[config.mk]
export PLATFORM = sky130hd
export DESIGN_NAME = harmonic_mixer_flat
export DESIGN_NICKNAME = d
export VERILOG_FILES = /design/src/rtl/harmonic_mixer_pkg.sv /design/src/rtl/harmonic_mixer_if.sv /design/src/rtl/harmonic_mixer_sample_tick_gen.sv /design/src/rtl/harmonic_mixer.sv /design/src/flat_wrapper.sv
export SDC_FILE = /design/constraint.sdc
export NUM_CORES = 1
export LEC_CHECK = 0
export ABC_AREA = 1
export ABC_CLOCK_PERIOD_IN_PS = 6390
export CAP_MARGIN = 40
export CORE_ASPECT_RATIO = 1.5
export CORE_MARGIN = 2
export CORE_UTILIZATION = 60
export CTS_BUF_LIST = sky130_fd_sc_hd__clkbuf_8
export CTS_CLUSTER_DIAMETER = 100
export DETAILED_ROUTE_END_ITERATION = 7
export PLACE_DENSITY = 0.81
export SLEW_MARGIN = 10
export SYNTH_ARGS = -nofsm -noshare
export SYNTH_HDL_FRONTEND = slang
export SYNTH_SLANG_ARGS = --single-unit
[constraint.sdc]
create_clock -name i_Clock -period 6.39 [get_ports i_Clock]
set_input_delay 0.639 -clock i_Clock [delete_from_list [all_inputs] [get_ports i_Clock]]
set_output_delay 0.639 -clock i_Clock [all_outputs]
set_load 0.05 [all_outputs]
[src/rtl/harmonic_mixer_pkg.sv]
// Shared types, widths and defaults for the harmonic mixer, plus the pan-gain
// and clamp arithmetic used by the accumulate path.
package harmonic_mixer_pkg;

    typedef enum logic [1:0] {
        ST_IDLE   = 2'd0,
        ST_ACCUM  = 2'd1,
        ST_DRAIN  = 2'd2,
        ST_OUTPUT = 2'd3
    } state_t;

    localparam int GAIN_W            = 9;
    localparam int ACC_W             = 32;
    localparam int SAMPLE_W          = 16;
    localparam int PAN_W             = 8;
    localparam int PROD_W            = SAMPLE_W + GAIN_W + 1;
    localparam int DEF_CLOCK_DIV     = 1280;
    localparam int DEF_MAX_HARMONICS = 256;

    localparam logic signed [ACC_W-1:0] DEF_CLAMP_MAX = 32'sh0001FAFF;
    localparam logic signed [ACC_W-1:0] DEF_CLAMP_MIN = -32'sh00020500;

    // Signed sample times unsigned gain, floor-divided by 256, sign-extended.
    function automatic logic signed [ACC_W-1:0] pan_scale(
        input logic signed [SAMPLE_W-1:0] sample,
        input logic        [GAIN_W-1:0]   gain
    );
        logic signed [PROD_W-1:0] prod;
        prod = PROD_W'(sample) * PROD_W'($signed({1'b0, gain}));
        return {{(ACC_W - (PROD_W - 8)){prod[PROD_W-1]}}, prod[PROD_W-1:8]};
    endfunction

    function automatic logic signed [ACC_W-1:0] clamp(
        input logic signed [ACC_W-1:0] value,
        input logic signed [ACC_W-1:0] lo,
        input logic signed [ACC_W-1:0] hi
    );
        if (value > hi)
            return hi;
        else if (value < lo)
            return lo;
        else
            return value;
    endfunction

endpackage

[src/rtl/harmonic_mixer_if.sv]
// Harmonic word stream from the oscillator bank and the clamped L/R sample
// stream toward the DAC stage.
interface harmonic_mixer_if;
    import harmonic_mixer_pkg::*;

    logic                       i_Harm_Valid;
    logic signed [SAMPLE_W-1:0] i_Harm_Sample;
    logic        [PAN_W-1:0]    i_Harm_Pan;
    logic                       i_Harm_Last;
    logic                       o_Frame_Start;
    logic signed [ACC_W-1:0]    o_Sample_L;
    logic signed [ACC_W-1:0]    o_Sample_R;
    logic                       o_Start;
    logic                       o_Overrun;

    modport slave (
        input  i_Harm_Valid, i_Harm_Sample, i_Harm_Pan, i_Harm_Last,
        output o_Frame_Start, o_Sample_L, o_Sample_R, o_Start, o_Overrun
    );

    modport master (
        output i_Harm_Valid, i_Harm_Sample, i_Harm_Pan, i_Harm_Last,
        input  o_Frame_Start, o_Sample_L, o_Sample_R, o_Start, o_Overrun
    );

endinterface

[src/rtl/harmonic_mixer_sample_tick_gen.sv]
// Free-running sample-rate divider; o_Tick is high on the wrap cycle of a
// 0..CLOCK_DIV-1 counter.
module sample_tick_gen
    import harmonic_mixer_pkg::*;
#(
    parameter int CLOCK_DIV = DEF_CLOCK_DIV
) (
    input  logic i_Clock,
    input  logic i_Reset,
    output logic o_Tick
);
    localparam int CNT_W = $clog2(CLOCK_DIV);

    logic [CNT_W-1:0] r_Count;

    assign o_Tick = (r_Count == CNT_W'(CLOCK_DIV - 1));

    always_ff @(posedge i_Clock or posedge i_Reset) begin
        if (i_Reset)
            r_Count <= '0;
        else if (o_Tick)
            r_Count <= '0;
        else
            r_Count <= r_Count + 1'b1;
    end

endmodule

[src/rtl/harmonic_mixer.sv]
// Requests one harmonic frame per sample tick, pans and accumulates the words
// into L/R sums, and presents the clamped sums with a one-cycle o_Start.
module harmonic_mixer
    import harmonic_mixer_pkg::*;
#(
    parameter int                      CLOCK_DIV     = DEF_CLOCK_DIV,
    parameter int                      MAX_HARMONICS = DEF_MAX_HARMONICS,
    parameter logic signed [ACC_W-1:0] CLAMP_MAX     = DEF_CLAMP_MAX,
    parameter logic signed [ACC_W-1:0] CLAMP_MIN     = DEF_CLAMP_MIN
) (
    input  logic            i_Clock,
    input  logic            i_Reset,
    harmonic_mixer_if.slave bus
);
    state_t                  r_State, w_Next;
    logic                    w_Tick;
    logic                    r_Tick_Pending;
    logic                    r_Drain;
    logic                    r_Overrun;
    logic [GAIN_W-1:0]       r_Word_Cnt;
    logic                    w_Accept, w_Frame_End, w_Begin, w_Load_Out, w_Start;
    logic [GAIN_W-1:0]       w_Gain_L, w_Gain_R;
    logic                    r_P1_Valid;
    logic signed [ACC_W-1:0] r_P1_L, r_P1_R;
    logic signed [ACC_W-1:0] r_Acc_L, r_Acc_R;
    logic signed [ACC_W-1:0] r_Sample_L, r_Sample_R;

    sample_tick_gen #(.CLOCK_DIV(CLOCK_DIV)) u_tick (
        .i_Clock (i_Clock),
        .i_Reset (i_Reset),
        .o_Tick  (w_Tick)
    );

    assign w_Gain_R    = {1'b0, bus.i_Harm_Pan};
    assign w_Gain_L    = GAIN_W'(256) - w_Gain_R;
    assign w_Accept    = (r_State == ST_ACCUM) && bus.i_Harm_Valid;
    // The cap word ends the frame exactly like an explicit last word.
    assign w_Frame_End = w_Accept &&
                         (bus.i_Harm_Last || (r_Word_Cnt == GAIN_W'(MAX_HARMONICS - 1)));

    always_ff @(posedge i_Clock or posedge i_Reset) begin
        if (i_Reset)
            r_State <= ST_IDLE;
        else
            r_State <= w_Next;
    end

    always_comb begin
        w_Next     = r_State;
        w_Begin    = 1'b0;
        w_Load_Out = 1'b0;
        w_Start    = 1'b0;
        case (r_State)
            ST_IDLE: begin
                if (r_Tick_Pending) begin
                    w_Begin = 1'b1;
                    w_Next  = ST_ACCUM;
                end
            end
            ST_ACCUM: begin
                if (w_Frame_End)
                    w_Next = ST_DRAIN;
            end
            ST_DRAIN: begin
                // Second drain cycle: the accumulators now hold the last word.
                if (r_Drain) begin
                    w_Load_Out = 1'b1;
                    w_Next     = ST_OUTPUT;
                end
            end
            ST_OUTPUT: begin
                w_Start = 1'b1;
                w_Next  = ST_IDLE;
            end
            default: w_Next = ST_IDLE;
        endcase
    end

    always_ff @(posedge i_Clock or posedge i_Reset) begin
        if (i_Reset) begin
            r_Tick_Pending <= 1'b0;
            r_Overrun      <= 1'b0;
            r_Drain        <= 1'b0;
            r_Word_Cnt     <= '0;
        end else begin
            // A tick landing on the frame-start cycle is merged into that frame.
            if (w_Begin)
                r_Tick_Pending <= 1'b0;
            else if (w_Tick)
                r_Tick_Pending <= 1'b1;
            if (w_Tick && (r_State != ST_IDLE))
                r_Overrun <= 1'b1;
            r_Drain <= (r_State == ST_DRAIN) ? ~r_Drain : 1'b0;
            if (w_Begin)
                r_Word_Cnt <= '0;
            else if (w_Accept)
                r_Word_Cnt <= r_Word_Cnt + 1'b1;
        end
    end

    always_ff @(posedge i_Clock or posedge i_Reset) begin
        if (i_Reset) begin
            r_P1_Valid <= 1'b0;
            r_P1_L     <= '0;
            r_P1_R     <= '0;
            r_Acc_L    <= '0;
            r_Acc_R    <= '0;
        end else begin
            r_P1_Valid <= w_Accept;
            if (w_Accept) begin
                r_P1_L <= pan_scale(bus.i_Harm_Sample, w_Gain_L);
                r_P1_R <= pan_scale(bus.i_Harm_Sample, w_Gain_R);
            end
            if (w_Begin) begin
                r_Acc_L <= '0;
                r_Acc_R <= '0;
            end else if (r_P1_Valid) begin
                r_Acc_L <= r_Acc_L + r_P1_L;
                r_Acc_R <= r_Acc_R + r_P1_R;
            end
        end
    end

    always_ff @(posedge i_Clock or posedge i_Reset) begin
        if (i_Reset) begin
            r_Sample_L <= '0;
            r_Sample_R <= '0;
        end else if (w_Load_Out) begin
            r_Sample_L <= clamp(r_Acc_L, CLAMP_MIN, CLAMP_MAX);
            r_Sample_R <= clamp(r_Acc_R, CLAMP_MIN, CLAMP_MAX);
        end
    end

    assign bus.o_Frame_Start = w_Begin;
    assign bus.o_Start       = w_Start;
    assign bus.o_Sample_L    = r_Sample_L;
    assign bus.o_Sample_R    = r_Sample_R;
    assign bus.o_Overrun     = r_Overrun;

endmodule

[src/flat_wrapper.sv]
// flat-port wrapper written by rule: the top's interface ports become plain ports
module harmonic_mixer_flat import harmonic_mixer_pkg::*;
#(
    parameter int                      CLOCK_DIV     = DEF_CLOCK_DIV,
    parameter int                      MAX_HARMONICS = DEF_MAX_HARMONICS,
    parameter logic signed [ACC_W-1:0] CLAMP_MAX     = DEF_CLAMP_MAX,
    parameter logic signed [ACC_W-1:0] CLAMP_MIN     = DEF_CLAMP_MIN
)
  (i_Clock, i_Reset, bus_i_Harm_Valid, bus_i_Harm_Sample, bus_i_Harm_Pan, bus_i_Harm_Last, bus_o_Frame_Start, bus_o_Sample_L, bus_o_Sample_R, bus_o_Start, bus_o_Overrun);
  harmonic_mixer_if bus_i ();
  input  logic i_Clock;
  input  logic i_Reset;
  input wire logic [$bits(bus_i.i_Harm_Valid)-1:0] bus_i_Harm_Valid;
  input wire logic [$bits(bus_i.i_Harm_Sample)-1:0] bus_i_Harm_Sample;
  input wire logic [$bits(bus_i.i_Harm_Pan)-1:0] bus_i_Harm_Pan;
  input wire logic [$bits(bus_i.i_Harm_Last)-1:0] bus_i_Harm_Last;
  output wire logic [$bits(bus_i.o_Frame_Start)-1:0] bus_o_Frame_Start;
  output wire logic [$bits(bus_i.o_Sample_L)-1:0] bus_o_Sample_L;
  output wire logic [$bits(bus_i.o_Sample_R)-1:0] bus_o_Sample_R;
  output wire logic [$bits(bus_i.o_Start)-1:0] bus_o_Start;
  output wire logic [$bits(bus_i.o_Overrun)-1:0] bus_o_Overrun;
  assign bus_i.i_Harm_Valid = bus_i_Harm_Valid;
  assign bus_i.i_Harm_Sample = bus_i_Harm_Sample;
  assign bus_i.i_Harm_Pan = bus_i_Harm_Pan;
  assign bus_i.i_Harm_Last = bus_i_Harm_Last;
  assign bus_o_Frame_Start = bus_i.o_Frame_Start;
  assign bus_o_Sample_L = bus_i.o_Sample_L;
  assign bus_o_Sample_R = bus_i.o_Sample_R;
  assign bus_o_Start = bus_i.o_Start;
  assign bus_o_Overrun = bus_i.o_Overrun;
  harmonic_mixer #(.CLOCK_DIV(CLOCK_DIV), .MAX_HARMONICS(MAX_HARMONICS), .CLAMP_MAX(CLAMP_MAX), .CLAMP_MIN(CLAMP_MIN)) u_core (.i_Clock(i_Clock), .i_Reset(i_Reset), .bus(bus_i));
endmodule
==> results of run 1 <==
==> layout by cell type (no fill, tap or decap), types with 6 or more instances in the layout <==
cell,count
a21oi_1,178
fa_1,224
nand2_2,14
nor4_1,12
nand3_1,142
buf_4,69
clkbuf_8,17
o21ai_0,141
nor2_2,14
a31oi_1,21
nand3b_1,13
or2_2,7
o22ai_1,7
o211ai_1,14
o21ai_1,8
dfrtp_1,189
ha_1,174
xor2_1,15
nand2_1,840
nor2_1,257
nand4_1,32
inv_1,619
xnor2_1,13
o21bai_1,8
a21o_1,10
clkdlybuf4s50_1,94
nor3_1,26
o21a_1,6
==> repair_timing <==
action,in CTS,in global routing
resized for setup,0,1
hold buffers,0,0
endpoints found under the setup margin,0,1
==> stage by stage <==
stage	power [mW]	setup WS (ns)	cells
final	7.181	0.4942	3701
after CTS	7.173	0.5323	3700
after global placement	6.263	0.1048	3668
after detailed placement	6.398	0.02122	3670
after global routing	8.012	0.02335	3701
after floorplan	5.058	0.3357	3103
==> sequential cells by signal (all words and copies together), names as in the netlist <==
| register | count |
|---|---|
| u_core.r_State | 2 |
| u_core.u_tick.r_Count | 11 |
| u_core.r_Acc_R | 32 |
| u_core.r_P1_R | 17 |
| u_core.r_Drain | 1 |
| u_core.r_Tick_Pending | 1 |
| u_core.r_P1_L | 18 |
| u_core.bus.o_Overrun | 1 |
| u_core.r_P1_Valid | 1 |
| u_core.bus.o_Sample_R | 32 |
| u_core.r_Acc_L | 32 |
| u_core.bus.o_Sample_L | 32 |
| u_core.r_Word_Cnt | 9 |
==> cell usage after synthesis (all sizes together) (2+ instances only) <==
library cell,n,area [um^2]
a21o,10,75.07
and2,2,12.51
fa,224,4484
o21ai,150,754.5
a32o,2,20.02
a22o,3,26.28
nor2,272,1054
nand3b,13,97.59
buf,35,197.7
o21bai,9,78.83
o211ai,14,105.1
a21boi,3,22.52
nor3,31,186.4
a21oi,179,899.6
o31ai,3,22.52
or2,8,50.05
o22ai,7,43.79
nand4,33,212.7
a31oi,21,131.4
inv,621,2331
xnor2,13,113.9
nor4,12,75.07
clkbuf,47,177.7
dfrtp,189,4730
ha,174,2177
o21a,6,45.04
nand3,143,720.7
xor2,15,131.4
and3,2,12.51
nand2,857,3272
==> layout make-up <==
cell class | instances | area (um^2)
Antenna cell | 1 | 2.502
Clock buffer | 17 | 234.0
Clock inverter | 13 | 118.9
Fill cell | 3227 | 12290
Inverter | 622 | 2342
Multi-Input combinational cell | 2210 | 14870
Sequential cell | 189 | 4730
Tap cell | 484 | 605.6
Timing Repair Buffer | 165 | 1501
==> worst paths after layout <==
kind / startpoint / to / slack, ns / cells after the start
max: bus_i_Harm_Pan[0] / u_core.r_P1_L[10]$_DFFE_PP0P_ / 0.49 / 23
min: u_core.r_Word_Cnt[7]$_DFFE_PP0P_ / u_core.r_Word_Cnt[7]$_DFFE_PP0P_ / 0.47 / 1
max reg2reg: u_core.r_State[0]$_DFFE_PP0P_ / u_core.r_Acc_R[10]$_DFFE_PP0P_ / 3.61 / 8
min reg2reg: u_core.r_Word_Cnt[7]$_DFFE_PP0P_ / u_core.r_Word_Cnt[7]$_DFFE_PP0P_ / 0.47 / 1
max in group asynchronous: i_Reset / u_core.r_Acc_L[10]$_DFFE_PP0P_ / 4.31 / 4
min in group asynchronous: i_Reset / u_core.r_Acc_R[26]$_DFFE_PP0P_ / 0.54 / 2
==> power breakdown <==
group	internal [mW]	switching [mW]
logic	2.00	3.23
registers	1.19	0
clock network	0.306	0.449
==> cells by family after synthesis <==
logic type | after synthesis
AND/OR/NAND/NOR | 1374
buffers and inverters | 704
flip-flops | 189
XOR/XNOR | 28
adder cells (fa/ha/maj) | 398
AO/OA/AOI/OAI | 410
==> metal layers <==
layer  vias to the layer above  routed length, um  track usage
li1                       9825                  -            -
met1                      9632              23560       0.3713
met2                       636              30920       0.5979
met3                       164               2505      0.02519
met4                         0               2661       0.1458
met5                         -                  0            0
==> critical path: cells and delay by family <==
family,cells,cell delay [ns]
simple gates,9,1.00
compound gates,3,0.63
buf+inv,5,1.08
fa+ha+maj,6,2.93
==> summary.md, run 1 <==
| Metric | Value |
|---|---|
| Tmin final | `about 5.9 ns` |
| Pwr dens | `~290 mW/mm^2` |
| First-pass GRT wire length | `between 100 and 150 mm` |
| # nets final | `3631` |
| Root buffer cell | `clkbuf_8` |
| Final setup fails | `0` |
| Fin. Hold Viols | `0` |
| Worst path cell trace | `clkdlybuf4s50_1 -> buf_4 -> nor3_4 -> or2_2 -> nand2_1 -> inv_1 -> buf_4 -> nand2_1 -> fa_1 -> inv_1 -> fa_1 -> fa_1 -> fa_1 -> fa_1 -> ha_1 -> a21oi_1 -> o21ai_0 -> a21oi_1 -> nand2_1 -> nand2_1 -> nand3b_1 -> nand3_1 -> nand2_1` |
| Critical Path RT | `6.77 ns` |
| Post-synth EDFFs | `0` |
| Crit path launch type | `input pin` |
| Final RePlAce weighted congestion | `roughly 0.96` |
| Final period util | `0.9227` |
| Synth Warn # | `0` |
| Die W | `around 160 um` |
| Clock transition at path regs | `around 0.1 ns` |
| Compound-Gate Fraction of Synth Area | `0.1010` |
| Routed wire length | `between 50 and 60 mm` |
| Worst hold path class | `flop to flop` |
| Outcome | `complete, no violations` |
| Vias per cell | `5.473` |
| 1st-pass router iterations | `6` |
| Crit path capture type | `flop` |
| TritonCTS Buffers | `17` |
| Distinct cells, synth | `52` |
| Post-synthesis mux area share | `0` |
| Port bufs | `94` |
| Seq/Total Area, Yosys | `0.2121` |
| H-tree depth | `4` |
| Post-synthesis adder-cell area fraction | `0.2987` |
| Layout area overhead | `9.449%` |
| Die Ht | `around 240 um` |
| Peak VDD IR | `between 200 and 250 uV` |
| Critical path arrival | `between 6 and 7 ns` |
| Hpwl dp | `approximately 50 mm` |
| CORE AREA | `~0.037 mm^2` |
| Net count after synthesis | `roughly 3500` |
| RSZ-0062 raised after global routing | `no` |
| Overflow after GRT | `0` |
| Synth Area in XOR/XNOR | `0.01100` |
| Layout cells sized above 1 | `0.04695` |
| Clk sink count | `between 150 and 200` |
| Die area | `between 0.03 and 0.04 mm^2` |
| Slew headroom | `0.4153` |
| I/O pin count | `95` |
| Simple-gate portion of the synthesized area | `0.2556` |
| Starting Density | `0.6078` |
| Detail Route Antenna Nets | `0` |
| Vias after detailed routing | `approximately 20000` |
| Max Cap Viol | `0` |
| Vias in the first global route | `~21000` |
| Initial antenna violation count | `1` |
| Pin count of the biggest net entering global routing | `a little over 80` |
| Clock latency on the worst-skew pair | `between 0.4 and 0.5 ns` |
| Hold Slack | `approximately 0.47 ns` |
| Post-Syn Instances | `3103` |
| Crit Path Class | `input pin to flop` |
| CTS max path bufs | `2` |
| Num rows | `86` |
| Placed inst area | `between 0.02 and 0.025 mm^2` |
| Top achievable clock speed | `169.6 MHz` |
| CTS tree | `yes` |
| Initial DRC Count | `1490` |
| Main synth FF type | `dfrtp_1` |
| Async set-or-reset flop fraction in the synthesized netlist | `1.000` |
| P_leak | `roughly 14 nW` |
| Max FO, Critical Path | `8` |
| Yosys reg bits | `approximately 190` |
| Cell area after layout | `between 0.02 and 0.025 mm^2` |
| Crit path largest cell delay | `0.58 ns` |
| Drt drc | `0` |
| Synthesized area | `between 0.02 and 0.025 mm^2` |
| Final TNS setup | `0 ns` |
| Util after Layout | `0.6652` |
| Critical path's slowest cell | `fa_1` |
| Routed len/inst | `roughly 16 um` |
| Least-Margin Pin Slew | `approximately 0.9 ns` |
| Layout Skew | `about 0.017 ns` |
| Post-CTS setup buffer count | `0` |
| Mean Syn Cell Area | `7.187 um^2` |
| Main combinational cell family by area after synthesis | `adder cells` |
| GR Util All Layers | `0.3200` |
| Slew Limit Fails | `0` |
Note: power is estimated with default switching activity, not from simulation.
==> run 2, diff against run 1 <==
--- a/config.mk
+++ b/config.mk
@@ -10,11 +10,11 @@
 export CAP_MARGIN = 40
 export CORE_ASPECT_RATIO = 1.5
 export CORE_MARGIN = 2
-export CORE_UTILIZATION = 60
+export CORE_UTILIZATION = 51
 export CTS_BUF_LIST = sky130_fd_sc_hd__clkbuf_8
 export CTS_CLUSTER_DIAMETER = 100
 export DETAILED_ROUTE_END_ITERATION = 7
-export PLACE_DENSITY = 0.81
+export PLACE_DENSITY = 0.71
 export SLEW_MARGIN = 10
 export SYNTH_ARGS = -nofsm -noshare
 export SYNTH_HDL_FRONTEND = slang
==> summary.md, run 2 (synthesis gave the netlist of run 1 again) <==
| Metric | Value |
|---|---|
| Detail Route Antenna Nets | `0 (unchanged)` |
| Clock latency on the worst-skew pair | `0.52 ns (was 0.49 ns)` |
| CTS tree | `yes (unchanged)` |
| Layout area overhead | `9.751% (was 9.449%)` |
| Crit path launch type | `input pin (unchanged)` |
| Max Cap Viol | `0 (unchanged)` |
| Critical path's slowest cell | `fa_1 (unchanged)` |
| Routed wire length | `59.14 mm (was 59.64 mm)` |
| TritonCTS Buffers | `17 (unchanged)` |
| Outcome | `complete, no violations (unchanged)` |
| Final setup fails | `0 (unchanged)` |
| H-tree depth | `4 (unchanged)` |
| CTS hold repair buffers | `0 (unchanged)` |
| Tmin final | `5.845 ns (was 5.896 ns)` |
| CTS max path bufs | `2 (unchanged)` |
| Die area | `0.04545 mm^2 (was 0.03876 mm^2)` |
| Worst hold path class | `flop to flop (unchanged)` |
| Crit path to | `u_core.r_P1_L[16]$_DFFE_PP0P_ (was u_core.r_P1_L[10]$_DFFE_PP0P_)` |
| Pin count of the biggest net entering global routing | `85 (was 83)` |
| Reg2Reg Setup Slack | `3.42 ns (was 3.61 ns)` |
| Vias after detailed routing | `20188 (was 20257)` |
| Critical path arrival | `6.25 ns (was 6.27 ns)` |
| Fin. Hold Viols | `0 (unchanged)` |
| Clock transition at path regs | `0.11 ns (was 0.10 ns)` |
| GR Util All Layers | `0.2689 (was 0.3200)` |
| Final period util | `0.9147 (was 0.9227)` |
| FF-to-FF End | `u_core.r_Acc_R[19]$_DFFE_PP0P_ (was u_core.r_Acc_R[10]$_DFFE_PP0P_)` |
| Overflow after GRT | `0 (unchanged)` |
| CP Buf/Inv Count | `7 (was 5)` |
| Post-CTS setup buffer count | `0 (unchanged)` |
| Slew Limit Fails | `0 (unchanged)` |
| Top achievable clock speed | `171.1 MHz (was 169.6 MHz)` |
| Most common cell after layout, fill and taps aside | `nand2_1 (unchanged)` |
| Layout cells sized above 1 | `0.04399 (was 0.04695)` |
| # fillers | `4082 (was 3227)` |
| First-pass GRT wire length | `99.12 mm (was 100.5 mm)` |
| Critical Path Source | `bus_i_Harm_Pan[1] (was bus_i_Harm_Pan[0])` |
| Pwr dens | `286.6 mW/mm^2 (was 294.2 mW/mm^2)` |
| Vias per cell | `5.346 (was 5.473)` |
| Area occupied by multi-input gates | `0.01487 mm^2 (about the same)` |
| Cells on worst reg2reg path | `9 (was 8)` |
| Initial antenna violation count | `1 (unchanged)` |
| Critical Path RT | `6.79 ns (was 6.77 ns)` |
| Peak VDD IR | `185.5 uV (was 246.7 uV)` |
| Place WS | `-0.007930 ns (was 0.02122 ns)` |
| Total number of cells along the worst setup path | `28 (was 23)` |
| 1st-pass router iterations | `6 (unchanged)` |
| RSZ-0062 raised after global routing | `no (unchanged)` |
| Initial DRC Count | `1156 (was 1490)` |
| Crit Path Class | `input pin to flop (unchanged)` |
| Post-cts gate resize count | `0 (unchanged)` |
| Layout Skew | `0.02231 ns (was 0.01738 ns)` |
| P_leak | `13.81 nW (was 13.86 nW)` |
| Root buffer cell | `clkbuf_8 (unchanged)` |
| Vias in the first global route | `20476 (was 20964)` |
| Reg2Reg Launch Point | `u_core.r_State[0]$_DFFE_PP0P_ (unchanged)` |
| Starting Density | `0.5180 (was 0.6078)` |
| Num rows | `93 (was 86)` |
| Crit path largest cell delay | `0.70 ns (was 0.58 ns)` |
| FF/Latch Area | `0.004730 mm^2 (unchanged)` |
| Least-Margin Pin Slew | `0.8643 ns (was 0.8750 ns)` |
| Crit path capture type | `flop (unchanged)` |
| Clk sink count | `189 (unchanged)` |
| Slew headroom | `0.4224 (was 0.4153)` |
| Most numerous cell on the critical path | `nand2_1` |
| # nets final | `3618 (was 3631)` |
| Routed len/inst | `15.66 um (was 16.12 um)` |
| Die Ht | `260.1 um (was 240.1 um)` |
| Die W | `174.7 um (was 161.4 um)` |
| Hpwl dp | `49.05 mm (was 49.54 mm)` |
| I/O pin count | `95 (unchanged)` |
| Commonest non-fill, non-tap cells in the layout | `nand2_1, inv_1, nor2_1, fa_1, dfrtp_1 (unchanged)` |
| Port bufs | `94 (unchanged)` |
| Hold Slack | `0.4687 ns (was 0.4705 ns)` |
| Drt drc | `0 (unchanged)` |
| Final RePlAce weighted congestion | `0.9676 (was 0.9614)` |
| Top Family by Delay on Critical Path | `adder cells (unchanged)` |
| Overall power | `7.015 mW (was 7.181 mW)` |
| CORE AREA | `0.04305 mm^2 (was 0.03669 mm^2)` |
| Max FO, Critical Path | `5 (was 8)` |
| Final setup margin | `0.5451 ns (was 0.4942 ns)` |
-- run 2: how the worst min path moves through the flow --
stage	start	end	slack (ns)	depth (start not counted)
after detailed placement	u_core.u_tick.r_Count[0]$_DFF_PP0_	u_core.u_tick.r_Count[0]$_DFF_PP0_	0.46	1
after global routing	u_core.r_Word_Cnt[7]$_DFFE_PP0P_	u_core.r_Word_Cnt[7]$_DFFE_PP0P_	0.49	1
after global placement	u_core.u_tick.r_Count[0]$_DFF_PP0_	u_core.u_tick.r_Count[0]$_DFF_PP0_	0.45	1
final	u_core.u_tick.r_Count[0]$_DFF_PP0_	u_core.u_tick.r_Count[0]$_DFF_PP0_	0.47	1
after CTS	u_core.u_tick.r_Count[0]$_DFF_PP0_	u_core.u_tick.r_Count[0]$_DFF_PP0_	0.47	1
after floorplan	u_core.r_Drain$_DFF_PP0_	u_core.r_Drain$_DFF_PP0_	0.41	1
-- run 2: metal layers --
metal	vias up	routed length [um]	global-route usage
met5	-	0	0
met4	0	2778	0.1234
met3	157	2173	0.02544
met2	569	30370	0.4930
met1	9644	23830	0.3168
li1	9818	-	-
-- run 2: final cells by class --
| cell class | count | area share |
|---|---|---|
| Multi-Input combinational cell | 2210 | 0.6076 |
| Clock inverter | 15 | 0.005981 |
| Clock buffer | 17 | 0.009560 |
| Inverter | 622 | 0.09570 |
| Tap cell | 570 | 0.02914 |
| Sequential cell | 189 | 0.1932 |
| Antenna cell | 1 | 0.0001022 |
| Timing Repair Buffer | 152 | 0.05869 |
-- run 2: through the flow --
stage	TNS (ns)	cell area (um^2)	utilization	cells
3_3_place_gp	0	24010	0.5577	3740
5_1_grt	0	24470	0.5685	3776
2_1_floorplan	0	22300	-	3103
4_1_cts	0	24470	0.5684	3775
3_5_place_dp	-0.007930	24090	0.5596	3743
6_report	0	24470	0.5685	3776
-- run 2: power by group --
group          internal (mW)  switching (mW)  total, mW
combinational           1.86            3.18       5.03
sequential              1.20               0       1.20
clock                  0.290           0.496      0.786
total                   3.34            3.67       7.02
